===== config.mk =====
export PLATFORM = sky130hd
export DESIGN_NAME = gate_unit_arbiter_flat
export DESIGN_NICKNAME = d
export VERILOG_FILES = /design/src/rtl/gate_unit_arbiter_if.sv /design/src/rtl/gate_unit_arbiter.sv /design/src/flat_wrapper.sv
export SDC_FILE = /design/constraint.sdc
export NUM_CORES = 1
export LEC_CHECK = 0
export CAP_MARGIN = 30
export CORE_MARGIN = 2
export CORE_UTILIZATION = 59
export CTS_BUF_LIST = sky130_fd_sc_hd__clkbuf_8
export CTS_CLUSTER_SIZE = 28
export DETAILED_ROUTE_END_ITERATION = 16
export DONT_BUFFER_PORTS = 1
export PLACE_DENSITY = 0.77
export SYNTH_ARGS = -nofsm -noshare
export SYNTH_HDL_FRONTEND = slang
export SYNTH_SLANG_ARGS = --single-unit

===== constraint.sdc =====
create_clock -name clk -period 1.8 [get_ports clk]
set_clock_uncertainty 0.05 [all_clocks]
set_input_delay 0.18 -clock clk [delete_from_list [all_inputs] [get_ports clk]]
set_output_delay 0.18 -clock clk [all_outputs]
set_load 0.03 [all_outputs]

===== src/rtl/gate_unit_arbiter_if.sv =====
// Request/response bundle for gate_unit_arbiter.
// master drives requests and consumes responses; slave is the arbiter side.
interface gate_unit_arbiter_if #(
  parameter int unsigned NREQ  = 4,
  parameter int unsigned WIDTH = 4
);
  localparam int unsigned IDW = $clog2(NREQ);

  logic [NREQ-1:0]       req_valid;
  logic [NREQ-1:0]       req_ready;
  logic [3*NREQ-1:0]     req_op;
  logic [WIDTH*NREQ-1:0] req_a;
  logic [WIDTH*NREQ-1:0] req_b;
  logic                  rsp_valid;
  logic                  rsp_ready;
  logic [IDW-1:0]        rsp_id;
  logic [WIDTH-1:0]      rsp_y;

  modport master (
    output req_valid, req_op, req_a, req_b, rsp_ready,
    input  req_ready, rsp_valid, rsp_id, rsp_y
  );

  modport slave (
    input  req_valid, req_op, req_a, req_b, rsp_ready,
    output req_ready, rsp_valid, rsp_id, rsp_y
  );
endinterface


===== src/rtl/gate_unit_arbiter.sv =====
// Round-robin arbiter sharing one registered bitwise/reduction logic unit
// among NREQ requesters. One operation in flight: IDLE -> EXEC -> RESP.
// Optional statistics (op_count, last_grant) enabled by GATE_UNIT_ARBITER_STATS_EN.
module gate_unit_arbiter #(
  parameter int unsigned NREQ  = 4,
  parameter int unsigned WIDTH = 4
) (
  input  logic                  clk,
  input  logic                  reset,
  gate_unit_arbiter_if.slave    bus
`ifdef GATE_UNIT_ARBITER_STATS_EN
  ,
  output logic [15:0]           op_count,
  output logic [$clog2(NREQ)-1:0] last_grant
`endif
);

  localparam int unsigned IDW = $clog2(NREQ);

  typedef enum logic [1:0] {IDLE, EXEC, RESP} state_t;

  state_t           state_q, state_d;
  logic [IDW-1:0]   ptr_q;
  logic [IDW-1:0]   grant_c;
  logic [IDW-1:0]   idx_c;
  logic             found_c;
  logic             accept_c;
  logic [NREQ-1:0]  ready_c;
  logic [2:0]       sel_op_c;
  logic [WIDTH-1:0] sel_a_c;
  logic [WIDTH-1:0] sel_b_c;
  logic [2:0]       op_q;
  logic [WIDTH-1:0] a_q;
  logic [WIDTH-1:0] b_q;
  logic [IDW-1:0]   g_q;
  logic [WIDTH-1:0] y_c;
  logic             rsp_valid_q;
  logic [IDW-1:0]   rsp_id_q;
  logic [WIDTH-1:0] rsp_y_q;

  // First valid requester scanning upward from the round-robin pointer.
  always_comb begin
    grant_c = '0;
    found_c = 1'b0;
    idx_c   = '0;
    for (int k = 0; k < NREQ; k++) begin
      idx_c = IDW'((32'(ptr_q) + 32'(k)) % 32'(NREQ));
      if (!found_c && bus.req_valid[idx_c]) begin
        found_c = 1'b1;
        grant_c = idx_c;
      end
    end
  end

  // Operand mux for the granted requester.
  always_comb begin
    sel_op_c = '0;
    sel_a_c  = '0;
    sel_b_c  = '0;
    for (int i = 0; i < NREQ; i++) begin
      if (grant_c == IDW'(i)) begin
        sel_op_c = bus.req_op[3*i +: 3];
        sel_a_c  = bus.req_a[WIDTH*i +: WIDTH];
        sel_b_c  = bus.req_b[WIDTH*i +: WIDTH];
      end
    end
  end

  // Next state and accept strobe; no grant while reset is asserted.
  always_comb begin
    state_d  = state_q;
    ready_c  = '0;
    accept_c = 1'b0;
    unique case (state_q)
      IDLE: begin
        if (found_c) begin
          accept_c = 1'b1;
          state_d  = EXEC;
          for (int i = 0; i < NREQ; i++) begin
            ready_c[i] = (grant_c == IDW'(i));
          end
        end
      end
      EXEC:    state_d = RESP;
      RESP:    if (bus.rsp_ready) state_d = IDLE;
      default: state_d = IDLE;
    endcase
    if (reset) begin
      ready_c  = '0;
      accept_c = 1'b0;
    end
  end

  // Shared logic unit operating on the latched operands.
  always_comb begin
    y_c = '0;
    unique case (op_q)
      3'd0:    y_c = ~a_q;
      3'd1:    y_c = a_q & b_q;
      3'd2:    y_c = a_q | b_q;
      3'd3:    y_c = a_q ^ b_q;
      3'd4:    y_c = ~(a_q & b_q);
      3'd5:    y_c = ~(a_q | b_q);
      3'd6:    y_c = WIDTH'(&a_q);
      3'd7:    y_c = WIDTH'(^a_q);
      default: y_c = '0;
    endcase
  end

  // State register.
  always_ff @(posedge clk) begin
    if (reset) state_q <= IDLE;
    else       state_q <= state_d;
  end

  // Operand latch, response registers and round-robin pointer.
  always_ff @(posedge clk) begin
    if (reset) begin
      ptr_q       <= '0;
      op_q        <= '0;
      a_q         <= '0;
      b_q         <= '0;
      g_q         <= '0;
      rsp_valid_q <= 1'b0;
      rsp_id_q    <= '0;
      rsp_y_q     <= '0;
    end else begin
      if (accept_c) begin
        op_q <= sel_op_c;
        a_q  <= sel_a_c;
        b_q  <= sel_b_c;
        g_q  <= grant_c;
      end
      if (state_q == EXEC) begin
        rsp_y_q     <= y_c;
        rsp_id_q    <= g_q;
        rsp_valid_q <= 1'b1;
      end
      if (state_q == RESP && bus.rsp_ready) begin
        rsp_valid_q <= 1'b0;
        ptr_q       <= IDW'((32'(g_q) + 32'd1) % 32'(NREQ));
      end
    end
  end

`ifdef GATE_UNIT_ARBITER_STATS_EN
  // Completed-response counter (saturating) and most recent grant.
  always_ff @(posedge clk) begin
    if (reset) begin
      op_count   <= '0;
      last_grant <= '0;
    end else begin
      if (accept_c) last_grant <= grant_c;
      if (state_q == RESP && bus.rsp_ready && op_count != 16'hFFFF) begin
        op_count <= op_count + 16'd1;
      end
    end
  end
`endif

  assign bus.req_ready = ready_c;
  assign bus.rsp_valid = rsp_valid_q;
  assign bus.rsp_id    = rsp_id_q;
  assign bus.rsp_y     = rsp_y_q;

endmodule


===== src/flat_wrapper.sv =====
// flat-port wrapper written by rule: the top's interface ports become plain ports
module gate_unit_arbiter_flat 
#(
  parameter int unsigned NREQ  = 4,
  parameter int unsigned WIDTH = 4
)
  (clk, reset, bus_req_valid, bus_req_op, bus_req_a, bus_req_b, bus_rsp_ready, bus_req_ready, bus_rsp_valid, bus_rsp_id, bus_rsp_y);
  gate_unit_arbiter_if #(.NREQ(NREQ), .WIDTH(WIDTH)) bus_i ();
  input  logic clk;
  input  logic reset;
  input wire logic [$bits(bus_i.req_valid)-1:0] bus_req_valid;
  input wire logic [$bits(bus_i.req_op)-1:0] bus_req_op;
  input wire logic [$bits(bus_i.req_a)-1:0] bus_req_a;
  input wire logic [$bits(bus_i.req_b)-1:0] bus_req_b;
  input wire logic [$bits(bus_i.rsp_ready)-1:0] bus_rsp_ready;
  output wire logic [$bits(bus_i.req_ready)-1:0] bus_req_ready;
  output wire logic [$bits(bus_i.rsp_valid)-1:0] bus_rsp_valid;
  output wire logic [$bits(bus_i.rsp_id)-1:0] bus_rsp_id;
  output wire logic [$bits(bus_i.rsp_y)-1:0] bus_rsp_y;
  assign bus_i.req_valid = bus_req_valid;
  assign bus_i.req_op = bus_req_op;
  assign bus_i.req_a = bus_req_a;
  assign bus_i.req_b = bus_req_b;
  assign bus_i.rsp_ready = bus_rsp_ready;
  assign bus_req_ready = bus_i.req_ready;
  assign bus_rsp_valid = bus_i.rsp_valid;
  assign bus_rsp_id = bus_i.rsp_id;
  assign bus_rsp_y = bus_i.rsp_y;
  gate_unit_arbiter #(.NREQ(NREQ), .WIDTH(WIDTH)) u_core (.clk(clk), .reset(reset), .bus(bus_i));
endmodule

==> summary.txt <==
Status
  • Status: complete, but fails checks
  • Failing checks: setup timing

Critical path
  • RR Startpoint: u_core.ptr_q[1]
  • Critical path type: flop to output port
  • CP Depth: 5
  • Cell depth of the worst flop-to-flop path: 6
  • Delay-heaviest family, CP: flip-flops
  • Worst EP arrival: 1.58 ns
  • Worst path buffer plus inverter count: 1
  • CP max-delay cell: dfxtp_4
  • Reg2reg end: u_core.b_q[2]
  • Critical path required time: 1.57 ns
  • Worst-path maximum fanout: 7
  • Setup crit end kind: output port
  • Worst-path cell chain: nand2_2, a221o_1, and2_4, nor3_2, buf_4
  • Largest stage delay, worst path: 0.40 ns
  • Reg2Reg Setup Slack: 0.04 ns
  • Critical path launch point type: flop

Die
  • DIE AREA: 3619 um^2
  • # rows: 20
  • IO Count: 62
  • Chip height: 60.16 um
  • Core area: 3028 um^2
  • Initial Util: 0.6145
  • Chip Width: 60.16 um

Pwr
  • Power share of the combinational group: 0.330
  • Pwr dens: 707.8 nW/um^2
  • Clk pwr share: 0.237
  • Seq pwr share: 0.433
  • Int Power: 1.001 mW
  • Switching pwr: 535.8 uW
  • Net Sw Frac: 0.3487
  • Pleak: 0.7597 nW
  • VDD IR max: 0.0003332 V

Global routing
  • Initial antenna violation count: 0
  • Largest net degree at the start of global routing: 23
  • Gr usage total: 0.2881
  • Grt ovf: 0
  • Vias in the first global route: 1756
  • First-pass GRT wire length: 7.976 mm

Timing
  • Achievable Freq: 0.5536 GHz
  • Fin. max-slew vios: 0
  • Setup repair after global routing missed its margin: true
  • PnR worst setup slack: -0.006313 ns
  • Final hold vios: 0
  • Final Cycle Share: 1.004
  • Actual transition at the worst max-transition pin: 0.8348 ns
  • Min Tclk post-route: 1.806 ns
  • Endpoints failing setup: 1
  • Slew margin rel.: 0.4416
  • TNS Setup: -0.006313 ns

Logic synthesis
  • Post-synth top flop: dfxtp_1
  • #FFs+latches synth: 24
  • Post-Syn Instances: 235
  • Post-Syn Area: 1861 um^2
  • Mapped Avg Cell Area: 7.917 um^2
  • Count of flip-flops with a built-in enable after synthesis: 0
  • Post-Syn Nets: 296
  • Synth warn: 0
  • Share of flip-flops with an asynchronous set or reset: 0
  • Number of distinct library cells after synthesis: 46
  • Sequential cell area fraction in the yosys report: 0.2582

CTS
  • Sink Count: 24
  • Buffer depth of the longest clock path: 2
  • H-tree Lvls: 1
  • Clock Latency Late Sink: 0.27 ns
  • CTS clk-pin slew, worst paths: 0.08 ns
  • CTS tree: built
  • Clock root buffer master: clkbuf_8
  • Number of CTS-inserted buffers: 3

Drt
  • Via Count: 1955
  • First-iteration detailed-routing DRC count: 144
  • DRC: 0
  • Vias per cell: 6.860
  • Drt pass-1 iters: 4
  • WL per Instance: 18.86 um
  • Total Wirelength: 5.374 mm
  • ANT nets after route: 0

Place
  • GP Congestion: 0.8309
  • Post-DP Area: 1933 um^2
  • DP HPWL: 3.575 mm
  • Inst Count DP: 270
  • Port Buffer Count: 0

Finish
  • Final Cell Area: 2171 um^2
  • Final Non-Filler Cells: 285
  • Antenna diodes: 0
  • Layout Utilization: 0.7169
  • Share of cells above drive strength 1: 0.2324
  • P&R area growth vs syn: 16.68%
  • Layout Nets: 303

Min path
  • HP Class: input pin to flop
  • WHS Path Cells: 2
  • Hold wc startpoint: bus_req_a[6]
  • Hold endpoint: u_core.a_q[2]

Run
  • Maxcap violations: 0
cells in the final DEF, fill, tap and decap left out, types with 8 or more instances in the layout:
master and n:
nand3_1 11, nand2_1 13, o21ai_0 8, nor2_1 13, a31oi_1 10, buf_4 16, dfxtp_1 19, a21oi_1 13
ha_1 10, o31ai_1 9, nand4_1 20, inv_1 12
layout make-up:
cell class / count / area (um^2)
inverters: 13 / 61.31
flip-flops and latches: 24 / 491.7
fillers: 238 / 857.1
clock buffers: 4 / 55.05
repair buffers: 22 / 212.7
multi-input cells: 177 / 1286
well taps: 44 / 55.05
repair inverters: 1 / 8.758
layer usage:
layer	track usage	vias up	share of wire
met3	0.06494	9	0.097
met5	0	-	0
met2	0.4519	121	0.50
met4	0.09841	0	0.018
li1	-	910	-
met1	0.3869	915	0.38
sequential cells by signal, summed over array words and instances (netlist names):
| name | count |
|---|---|
| u_core.a_q | 4 |
| u_core.b_q | 4 |
| u_core.bus.rsp_y | 4 |
| u_core.op_q | 3 |
| u_core.bus.rsp_id | 2 |
| u_core.g_q | 2 |
| u_core.ptr_q | 2 |
| u_core.state_q | 2 |
| u_core.bus.rsp_valid | 1 |
power groups by stage:
stage	registers (mW)	logic, mW	clock network, mW
after floorplan	0.648	0.362	0
after global placement	0.669	0.405	0
after detailed placement	0.674	0.425	0
after CTS	0.660	0.470	0.360
after global routing	0.673	0.549	0.389
final	0.666	0.506	0.364
cell usage after synthesis, drive strengths merged, types with 2 or more instances:
cell    count  area share
o31ai      10       0.040
buf        16       0.053
or3         2      0.0094
a31oi      10       0.034
nor2b       4       0.013
nand2b      4       0.013
nand3      11       0.030
a21boi      2      0.0081
a21oi      15       0.040
nor2       14       0.028
mux2i       3       0.016
nand4      20       0.067
nand2      17       0.038
o21ai      12       0.032
o32a        3       0.016
dfxtp      24        0.26
clkbuf      5       0.010
a221o       5       0.027
nor3        6       0.022
ha         10       0.067
xnor2       2      0.0094
nor4        2       0.010
a41oi      10       0.059
inv        13       0.028
a22o        4       0.019
what timing repair did:
item	CTS	global route
pin swaps	3	5
resized for setup	8	18
hold endpoints to repair	22	0
hold buffers	1	0
gates cloned	1	0
endpoints found under the setup margin	3	13
buffers inserted	6	3
stage by stage:
stage	hold slack [ns]	power, mW	setup slack (ns)
2_1_floorplan	0.2939	1.010	0.07996
5_1_grt	0.008675	1.612	-0.03071
3_5_place_dp	0.2040	1.099	0.06359
6_report	0.01857	1.536	-0.006313
3_3_place_gp	0.2018	1.074	0.08650
4_1_cts	0.02832	1.490	0.01067
worst max path at each step:
stage	from	end
global route	u_core.ptr_q[1]	bus_req_ready[0]
global placement	u_core.ptr_q[1]	u_core.op_q[2]
finish	u_core.ptr_q[1]	bus_req_ready[0]
CTS	u_core.ptr_q[1]	bus_req_ready[0]
detailed placement	u_core.ptr_q[1]	u_core.op_q[2]
floorplan	u_core.ptr_q[1]	bus_req_ready[0]
cell families (layout without fill, tap and decap cells):
| family | after synthesis | in the layout | share of synthesized area |
|---|---|---|---|
| mux | 4 | 4 | 0.02219 |
| buf+inv | 34 | 40 | 0.09079 |
| compound gates | 76 | 76 | 0.2979 |
| fa+ha+maj | 10 | 10 | 0.06725 |
| simple gates | 85 | 85 | 0.2542 |
| flops | 24 | 24 | 0.2582 |
| xor+xnor | 2 | 2 | 0.009417 |
Power figures use the tool's default switching activity.
